--- config.mk ---
export PLATFORM = sky130hd
export DESIGN_NAME = video_timing_gen
export DESIGN_NICKNAME = d
export VERILOG_FILES = /design/src/rtl/video_timing_pkg.sv /design/src/rtl/video_timing_regs.sv /design/src/rtl/video_timing_gen.sv
export SDC_FILE = /design/constraint.sdc
export NUM_CORES = 1
export LEC_CHECK = 0
export CAP_MARGIN = 25
export CELL_PAD_IN_SITES_DETAIL_PLACEMENT = 0
export CELL_PAD_IN_SITES_GLOBAL_PLACEMENT = 1
export CORE_AREA = 5 5 204 206
export DETAILED_ROUTE_END_ITERATION = 8
export DIE_AREA = 0 0 209 211
export HOLD_SLACK_MARGIN = 0.02
export PLACE_DENSITY = 0.67
export SKIP_CTS_REPAIR_TIMING = 1
export SLEW_MARGIN = 20
export SYNTH_ARGS = -nofsm -noshare
export SYNTH_HDL_FRONTEND = slang
export SYNTH_HIERARCHICAL = 1
export SYNTH_SLANG_ARGS = --single-unit
export TNS_END_PERCENT = 10
--- constraint.sdc ---
create_clock -name clk -period 6.1 [get_ports clk]
set_input_delay 1.22 -clock clk [delete_from_list [all_inputs] [get_ports clk]]
set_output_delay 1.22 -clock clk [all_outputs]
set_load 0.05 [all_outputs]
--- src/rtl/video_timing_pkg.sv ---
// Shared timing-set type, NTSC/PAL presets and custom-register map for the raster generator.
package video_timing_pkg;

    localparam int unsigned TimingW = 16;

    typedef logic [TimingW-1:0] tval_t;

    typedef struct packed {
        tval_t h_total;
        tval_t border_start;
        tval_t border_end;
        tval_t hblank_start;
        tval_t hblank_end;
        tval_t hsync_end;
        tval_t lrc_col;
        tval_t prst_col;
        tval_t v_total;
        tval_t vsync_end;
        tval_t vblank_start;
        tval_t vblank_end;
        tval_t vblank_ex_start;
        tval_t vblank_ex_end;
    } timing_t;

    typedef enum logic [1:0] {
        ModeNtsc     = 2'd0,
        ModePal      = 2'd1,
        ModeCustom   = 2'd2,
        ModeReserved = 2'd3
    } mode_e;

    localparam logic [3:0] RegHTotal        = 4'd0;
    localparam logic [3:0] RegBorderStart   = 4'd1;
    localparam logic [3:0] RegBorderEnd     = 4'd2;
    localparam logic [3:0] RegHblankStart   = 4'd3;
    localparam logic [3:0] RegHblankEnd     = 4'd4;
    localparam logic [3:0] RegHsyncEnd      = 4'd5;
    localparam logic [3:0] RegLrcCol        = 4'd6;
    localparam logic [3:0] RegPrstCol       = 4'd7;
    localparam logic [3:0] RegVTotal        = 4'd8;
    localparam logic [3:0] RegVsyncEnd      = 4'd9;
    localparam logic [3:0] RegVblankStart   = 4'd10;
    localparam logic [3:0] RegVblankEnd     = 4'd11;
    localparam logic [3:0] RegVblankExStart = 4'd12;
    localparam logic [3:0] RegVblankExEnd   = 4'd13;

    localparam timing_t NTSC_TIMING = '{
        h_total: 16'd453, border_start: 16'd413, border_end: 16'd93,
        hblank_start: 16'd440, hblank_end: 16'd68, hsync_end: 16'd34,
        lrc_col: 16'd412, prst_col: 16'd418,
        v_total: 16'd262, vsync_end: 16'd3, vblank_start: 16'd258,
        vblank_end: 16'd16, vblank_ex_start: 16'd248, vblank_ex_end: 16'd24
    };

    localparam timing_t PAL_TIMING = '{
        h_total: 16'd453, border_start: 16'd413, border_end: 16'd93,
        hblank_start: 16'd440, hblank_end: 16'd68, hsync_end: 16'd34,
        lrc_col: 16'd412, prst_col: 16'd418,
        v_total: 16'd312, vsync_end: 16'd3, vblank_start: 16'd308,
        vblank_end: 16'd16, vblank_ex_start: 16'd298, vblank_ex_end: 16'd24
    };

    // Reserved and custom modes fall back to NTSC when a preset is required.
    function automatic timing_t preset_timing(mode_e mode);
        return (mode == ModePal) ? PAL_TIMING : NTSC_TIMING;
    endfunction

endpackage

--- src/rtl/video_timing_regs.sv ---
// Custom/staged/active timing sets; the staged set is handed to active only at the frame wrap.
module video_timing_regs
    import video_timing_pkg::*;
#(
    parameter int unsigned HW = 9,
    parameter int unsigned VW = 9,
    parameter int unsigned DW = 9
) (
    input  logic          clk_i,
    input  logic          rst_ni,
    input  logic [1:0]    mode_i,
    input  logic          cfg_we_i,
    input  logic [3:0]    cfg_addr_i,
    input  logic [DW-1:0] cfg_data_i,
    input  logic          wrap_i,
    output timing_t       active_o,
    output logic          pending_o
);

    timing_t    custom_q, custom_d, active_q, staged;
    logic       pending_q;
    logic [1:0] mode_q;
    mode_e      mode;
    tval_t      h_val, v_val;

    assign mode   = mode_e'(mode_i);
    assign h_val  = tval_t'(cfg_data_i[HW-1:0]);
    assign v_val  = tval_t'(cfg_data_i[VW-1:0]);
    assign staged = (mode == ModeCustom) ? custom_q : preset_timing(mode);

    always_comb begin
        custom_d = custom_q;
        if (cfg_we_i) begin
            case (cfg_addr_i)
                RegHTotal:        custom_d.h_total         = h_val;
                RegBorderStart:   custom_d.border_start    = h_val;
                RegBorderEnd:     custom_d.border_end      = h_val;
                RegHblankStart:   custom_d.hblank_start    = h_val;
                RegHblankEnd:     custom_d.hblank_end      = h_val;
                RegHsyncEnd:      custom_d.hsync_end       = h_val;
                RegLrcCol:        custom_d.lrc_col         = h_val;
                RegPrstCol:       custom_d.prst_col        = h_val;
                RegVTotal:        custom_d.v_total         = v_val;
                RegVsyncEnd:      custom_d.vsync_end       = v_val;
                RegVblankStart:   custom_d.vblank_start    = v_val;
                RegVblankEnd:     custom_d.vblank_end      = v_val;
                RegVblankExStart: custom_d.vblank_ex_start = v_val;
                RegVblankExEnd:   custom_d.vblank_ex_end   = v_val;
                default: ;
            endcase
        end
    end

    always_ff @(posedge clk_i) begin
        if (!rst_ni) begin
            custom_q  <= NTSC_TIMING;
            active_q  <= preset_timing(mode);
            pending_q <= 1'b0;
            mode_q    <= mode_i;
        end else begin
            custom_q <= custom_d;
            mode_q   <= mode_i;
            if (wrap_i) begin
                active_q <= staged;
            end
            // A change landing on the wrap clock stays pending for the next frame.
            if (cfg_we_i || (mode_i != mode_q)) begin
                pending_q <= 1'b1;
            end else if (wrap_i) begin
                pending_q <= 1'b0;
            end
        end
    end

    assign active_o  = active_q;
    assign pending_o = pending_q;

endmodule

--- src/rtl/video_timing_gen.sv ---
// Raster column/row counters and timing-strobe decodes driven by the active timing set.
module video_timing_gen
    import video_timing_pkg::*;
#(
    parameter int unsigned HW         = 9,
    parameter int unsigned VW         = 9,
    parameter int unsigned DW         = 9,
    parameter int unsigned PRESET_COL = 278,
    parameter int unsigned PRESET_ROW = 38
) (
    input  logic          clk,
    input  logic          reset_n,
    input  logic          ce,
    input  logic          preset,
    input  logic [1:0]    mode,
    input  logic          hide_border,
    input  logic          cfg_we,
    input  logic [3:0]    cfg_addr,
    input  logic [DW-1:0] cfg_data,
    output logic [HW-1:0] col,
    output logic [VW-1:0] row,
    output logic          hsync,
    output logic          vsync,
    output logic          hblank,
    output logic          vblank,
    output logic          vblank_ex,
    output logic          border,
    output logic          lrc,
    output logic          prst,
    output logic          vbe,
    output logic          hbs,
    output logic          frame_start,
    output logic          cfg_pending
);

    timing_t       act;
    logic [HW-1:0] col_q, col_d;
    logic [VW-1:0] row_q, row_d;
    logic          col_end, row_end, wrap;

    // >= rather than == so a counter stranded past a shrunk total still wraps.
    assign col_end = col_q >= act.h_total[HW-1:0];
    assign row_end = row_q >= act.v_total[VW-1:0];
    assign wrap    = ce & col_end & row_end;

    video_timing_regs #(
        .HW(HW),
        .VW(VW),
        .DW(DW)
    ) u_regs (
        .clk_i      (clk),
        .rst_ni     (reset_n),
        .mode_i     (mode),
        .cfg_we_i   (cfg_we),
        .cfg_addr_i (cfg_addr),
        .cfg_data_i (cfg_data),
        .wrap_i     (wrap),
        .active_o   (act),
        .pending_o  (cfg_pending)
    );

    always_comb begin
        col_d = col_q + HW'(1);
        row_d = row_q;
        if (col_end) begin
            col_d = '0;
            row_d = row_end ? '0 : row_q + VW'(1);
        end
    end

    always_ff @(posedge clk) begin
        if (!reset_n) begin
            col_q <= preset ? HW'(PRESET_COL) : '0;
            row_q <= preset ? VW'(PRESET_ROW) : '0;
        end else if (ce) begin
            col_q <= col_d;
            row_q <= row_d;
        end
    end

    assign col = col_q;
    assign row = row_q;

    assign hsync     = col_q < act.hsync_end[HW-1:0];
    assign vsync     = row_q < act.vsync_end[VW-1:0];
    assign vblank    = (row_q >= act.vblank_start[VW-1:0]) | (row_q < act.vblank_end[VW-1:0]);
    assign vblank_ex = (row_q >= act.vblank_ex_start[VW-1:0])
                     | (row_q < act.vblank_ex_end[VW-1:0]);
    assign border    = (col_q >= act.border_start[HW-1:0]) | (col_q < act.border_end[HW-1:0]);
    assign hblank    = hide_border ? border
                     : ((col_q >= act.hblank_start[HW-1:0]) | (col_q < act.hblank_end[HW-1:0]));

    // lrc is forced high while reset is held so downstream line logic stays cleared.
    assign lrc         = (col_q == act.lrc_col[HW-1:0]) | ~reset_n;
    assign prst        = col_q == act.prst_col[HW-1:0];
    assign hbs         = col_q == act.hblank_start[HW-1:0];
    assign vbe         = (row_q == act.vblank_end[VW-1:0]) & (col_q == HW'(1));
    assign frame_start = (row_q == '0) & (col_q == '0);

endmodule

==> results.md <==
STA:
- In the finished design, the share of the clock period the worst path needs comes to 78.5%.
- After layout, the minimum clock period comes to 4.79 ns.
- Measured against its own limit, the worst slew margin works out to a little under two fifths.
- The maximum frequency from static timing analysis is between 200 and 250 MHz.
- Adding up every negative setup slack in the final design gives 0 ns.
- Setup violations remaining at the end of the flow were counted as 0.
- Setup repair after global routing left no endpoint under its margin.
- The total count of max-transition violations in the final report is 0.
- Once routing completed, OpenROAD measured the worst setup slack at 1.31 ns.
- Between clock sinks in the finished design, the worst skew comes to 0.0123 ns.
- At the pin with the least slew margin, the transition time is just over 0.9 ns.
- The final hold violation count is 0.

Global route:
- The number of antenna violations at the first check in global routing was 0.
- Global routing consumed, over all layers together, 15.2% of the routing resources.
- The via count of the first global-routing pass was just under 9,000.
- The first global-routing pass estimated 52,500 um of wire.
- Global routing finished with a remaining overflow of 0.
- The maximum number of pins on one net before global-route repair is 123.

Clock network:
- Clock tree synthesis selected as its root buffer the cell sky130_fd_sc_hd__clkbuf_16.
- After clock tree synthesis, the clock-pin slew on the worst setup and hold paths is 0.06 ns.
- The CTS tree is yes.
- The number of clock buffers added by TritonCTS is 30.
- The tree built by TritonCTS fans out to about 270 sinks.
- The clock passes through at most 3 buffers.
- In this run the number of H-tree levels came out at 1.
- Clock latency on the worst-skew pair, taken at its later pin, is 0.56 ns.

Floorplanning:
- The die height is 211 um.
- In this run the count of I/O pins placed on the die edge is 51.
- For this configuration, the core starts out at a cell density of 33.7%.
- In this run the core area contains 73 standard-cell rows.
- The floorplan step defined a core boundary enclosing 39,500 um^2.
- The die is roughly 210 um wide.
- The overall die area is 44,100 um^2.

Pwr:
- The cell area power density is 288 nW/um^2.
- Combinational logic burns 10.1% of the power.
- In this run, flip-flops and latches consume between 40% and 50% of the power.
- The part of the total power dissipated in the clock network is 43.6%.
- Summed over all nets, the switching power comes to between 1 and 1.5 mW.
- The peak supply drop is 200 uV.
- The switching power share of the total is 24.8%.
- For this design the static power due to leakage is ~6.5 nW.
- The internal power summed over all cells is 3.33 mW.

Yosys:
- The cell count after synthesis is 1,234.
- The synthesized netlist occupies a cell area of 13,300 um^2.
- Yosys printed 6 warnings.
- The net count after synthesis is ~1,400.
- A synthesized cell averages 10.8 um^2.

Setup path:
- The kind of capture point of the worst setup path is a primary output.
- The arrival time of the worst setup path is ~3.6 ns.
- For the worst flop-to-flop path, the logic depth is 9.
- In this run the worst path has a maximum fanout of 11.
- The kind of critical path is reg2out.
- The required time of the critical path is 4.88 ns.
- STA classifies the critical path startpoint as a flop.

Status:
- The run finished with clean final reports.

Placed design:
- Counting tap cells, the placed design contains a total of 1,766 instances.
- Before CTS, the worst setup slack after placement is 1.91 ns.
- Input and output buffers added on the ports amount to 50.
- The final HPWL from detailed placement is 22,800 um.
- Routability-driven placement finished with a final weighted congestion of 0.793.

Routing:
- In the final routed layout, each cell accounts on average for 18.6 um.
- The first detailed-routing pass took 5 iterations.
- The number of nets with antenna violations after detailed routing is 0.
- For this run, design rule violations remaining after detail routing come to 0.
- The detailed router finished its first iteration with 526 violations.
- The total number of vias is 8,773.
- The overall routed net length is 33,900 um.
- The via density per instance is 4.82.

Finish:
- The number of standard cells in the layout, taps in and fillers out is roughly 1,800.
- In the final design database the tool counted 1,402 nets.
- Relative to the synthesized area, the layout overhead comes to 15.8%.
- Cells fill 39.0% of the core in the end.
- The repair_antennas step left the layout with diodes totalling 0.
- Of the cells placed in the final design, the portion with a size suffix greater than 1 is 8.79%.

Min path:
- The worst hold path was traced through 2 stages.
- The path category of the worst min-delay check is reg2reg.

Job:
- The count of maximum capacitance violations is 0.
[layout by cell type, fill, tap and decap left out, types with 16 or more instances in the layout]
cell	instances
sky130_fd_sc_hd__nor2_1	28
sky130_fd_sc_hd__xor2_1	16
sky130_fd_sc_hd__nand3_1	48
sky130_fd_sc_hd__or2_2	43
sky130_fd_sc_hd__inv_1	109
sky130_fd_sc_hd__xnor2_1	18
sky130_fd_sc_hd__mux2i_1	105
sky130_fd_sc_hd__a21oi_1	43
sky130_fd_sc_hd__dfxtp_1	129
sky130_fd_sc_hd__ha_1	108
sky130_fd_sc_hd__clkdlybuf4s50_1	49
sky130_fd_sc_hd__nor2b_1	43
sky130_fd_sc_hd__nand2_1	115
sky130_fd_sc_hd__nand2b_1	19
sky130_fd_sc_hd__o21ai_0	45
sky130_fd_sc_hd__edfxtp_1	144
sky130_fd_sc_hd__clkbuf_16	36
sky130_fd_sc_hd__and2_1	71
[final timing paths]
path,from,endpoint,slack (ns)
setup reg to reg,col[0]$_SDFFCE_PP0N_,u_regs/active_o[216]$_SDFFCE_PN1P_,1.98
hold / removal,u_regs/custom_q[35]$_SDFFE_PN0P_,u_regs/custom_q[35]$_SDFFE_PN0P_,0.45
setup / recovery,col[0]$_SDFFCE_PP0N_,hblank,1.31
hold reg to reg,u_regs/custom_q[35]$_SDFFE_PN0P_,u_regs/custom_q[35]$_SDFFE_PN0P_,0.45
[power by group through the flow]
| stage | Clock [mW] | Combinational [mW] | Sequential, mW |
|---|---|---|---|
| 3_5_place_dp | 0 | 0.456 | 2.09 |
| 3_3_place_gp | 0 | 0.448 | 2.09 |
| 2_1_floorplan | 0 | 0.274 | 2.10 |
| 4_1_cts | 1.98 | 0.458 | 2.05 |
| 5_1_grt | 2.06 | 0.504 | 2.06 |
| 6_report | 1.93 | 0.450 | 2.05 |
[registers in the layout (all words and copies together), names as in the netlist]
signal,count
u_regs/pending_o,1
row,9
u_regs/mode_q,2
col,9
u_regs/custom_q,126
u_regs/active_o,126
[critical path: stages (launching register included)]
cell and delay [ns]:
sky130_fd_sc_hd__edfxtp_1 0.75, sky130_fd_sc_hd__inv_1 0.31, sky130_fd_sc_hd__ha_1 0.35, sky130_fd_sc_hd__nand2b_1 0.14, sky130_fd_sc_hd__a211oi_1 0.23, sky130_fd_sc_hd__o21ai_0 0.16, sky130_fd_sc_hd__a21oi_1 0.23, sky130_fd_sc_hd__a32oi_1 0.13
sky130_fd_sc_hd__clkdlybuf4s50_1 0.73
[layer usage]
| metal | global-route usage [%] | routed length, um |
|---|---|---|
| met5 | 0 | 0 |
| met4 | 3.44 | 573 |
| met3 | 1.96 | 1210 |
| met2 | 24.7 | 15600 |
| met1 | 21.7 | 16600 |
[stage by stage]
step           instance area (um^2)  total power, mW  hold WS, ns
2_1_floorplan                 13300             2.38        0.430
3_3_place_gp                  14300             2.54        0.437
3_5_place_dp                  14300             2.55        0.441
4_1_cts                       15400             4.49        0.454
5_1_grt                       15400             4.62        0.471
6_report                      15400             4.43        0.454
[area by class of cell]
cell class | count | area, um^2
clock buffers | 44 | 971
inverters | 109 | 409
multi-input cells | 800 | 5760
well taps | 525 | 657
clock inverters | 12 | 118
repair buffers | 59 | 578
flip-flops and latches | 273 | 6910
fillers | 3868 | 24100
No activity file was read; power rests on OpenSTA's default activity.
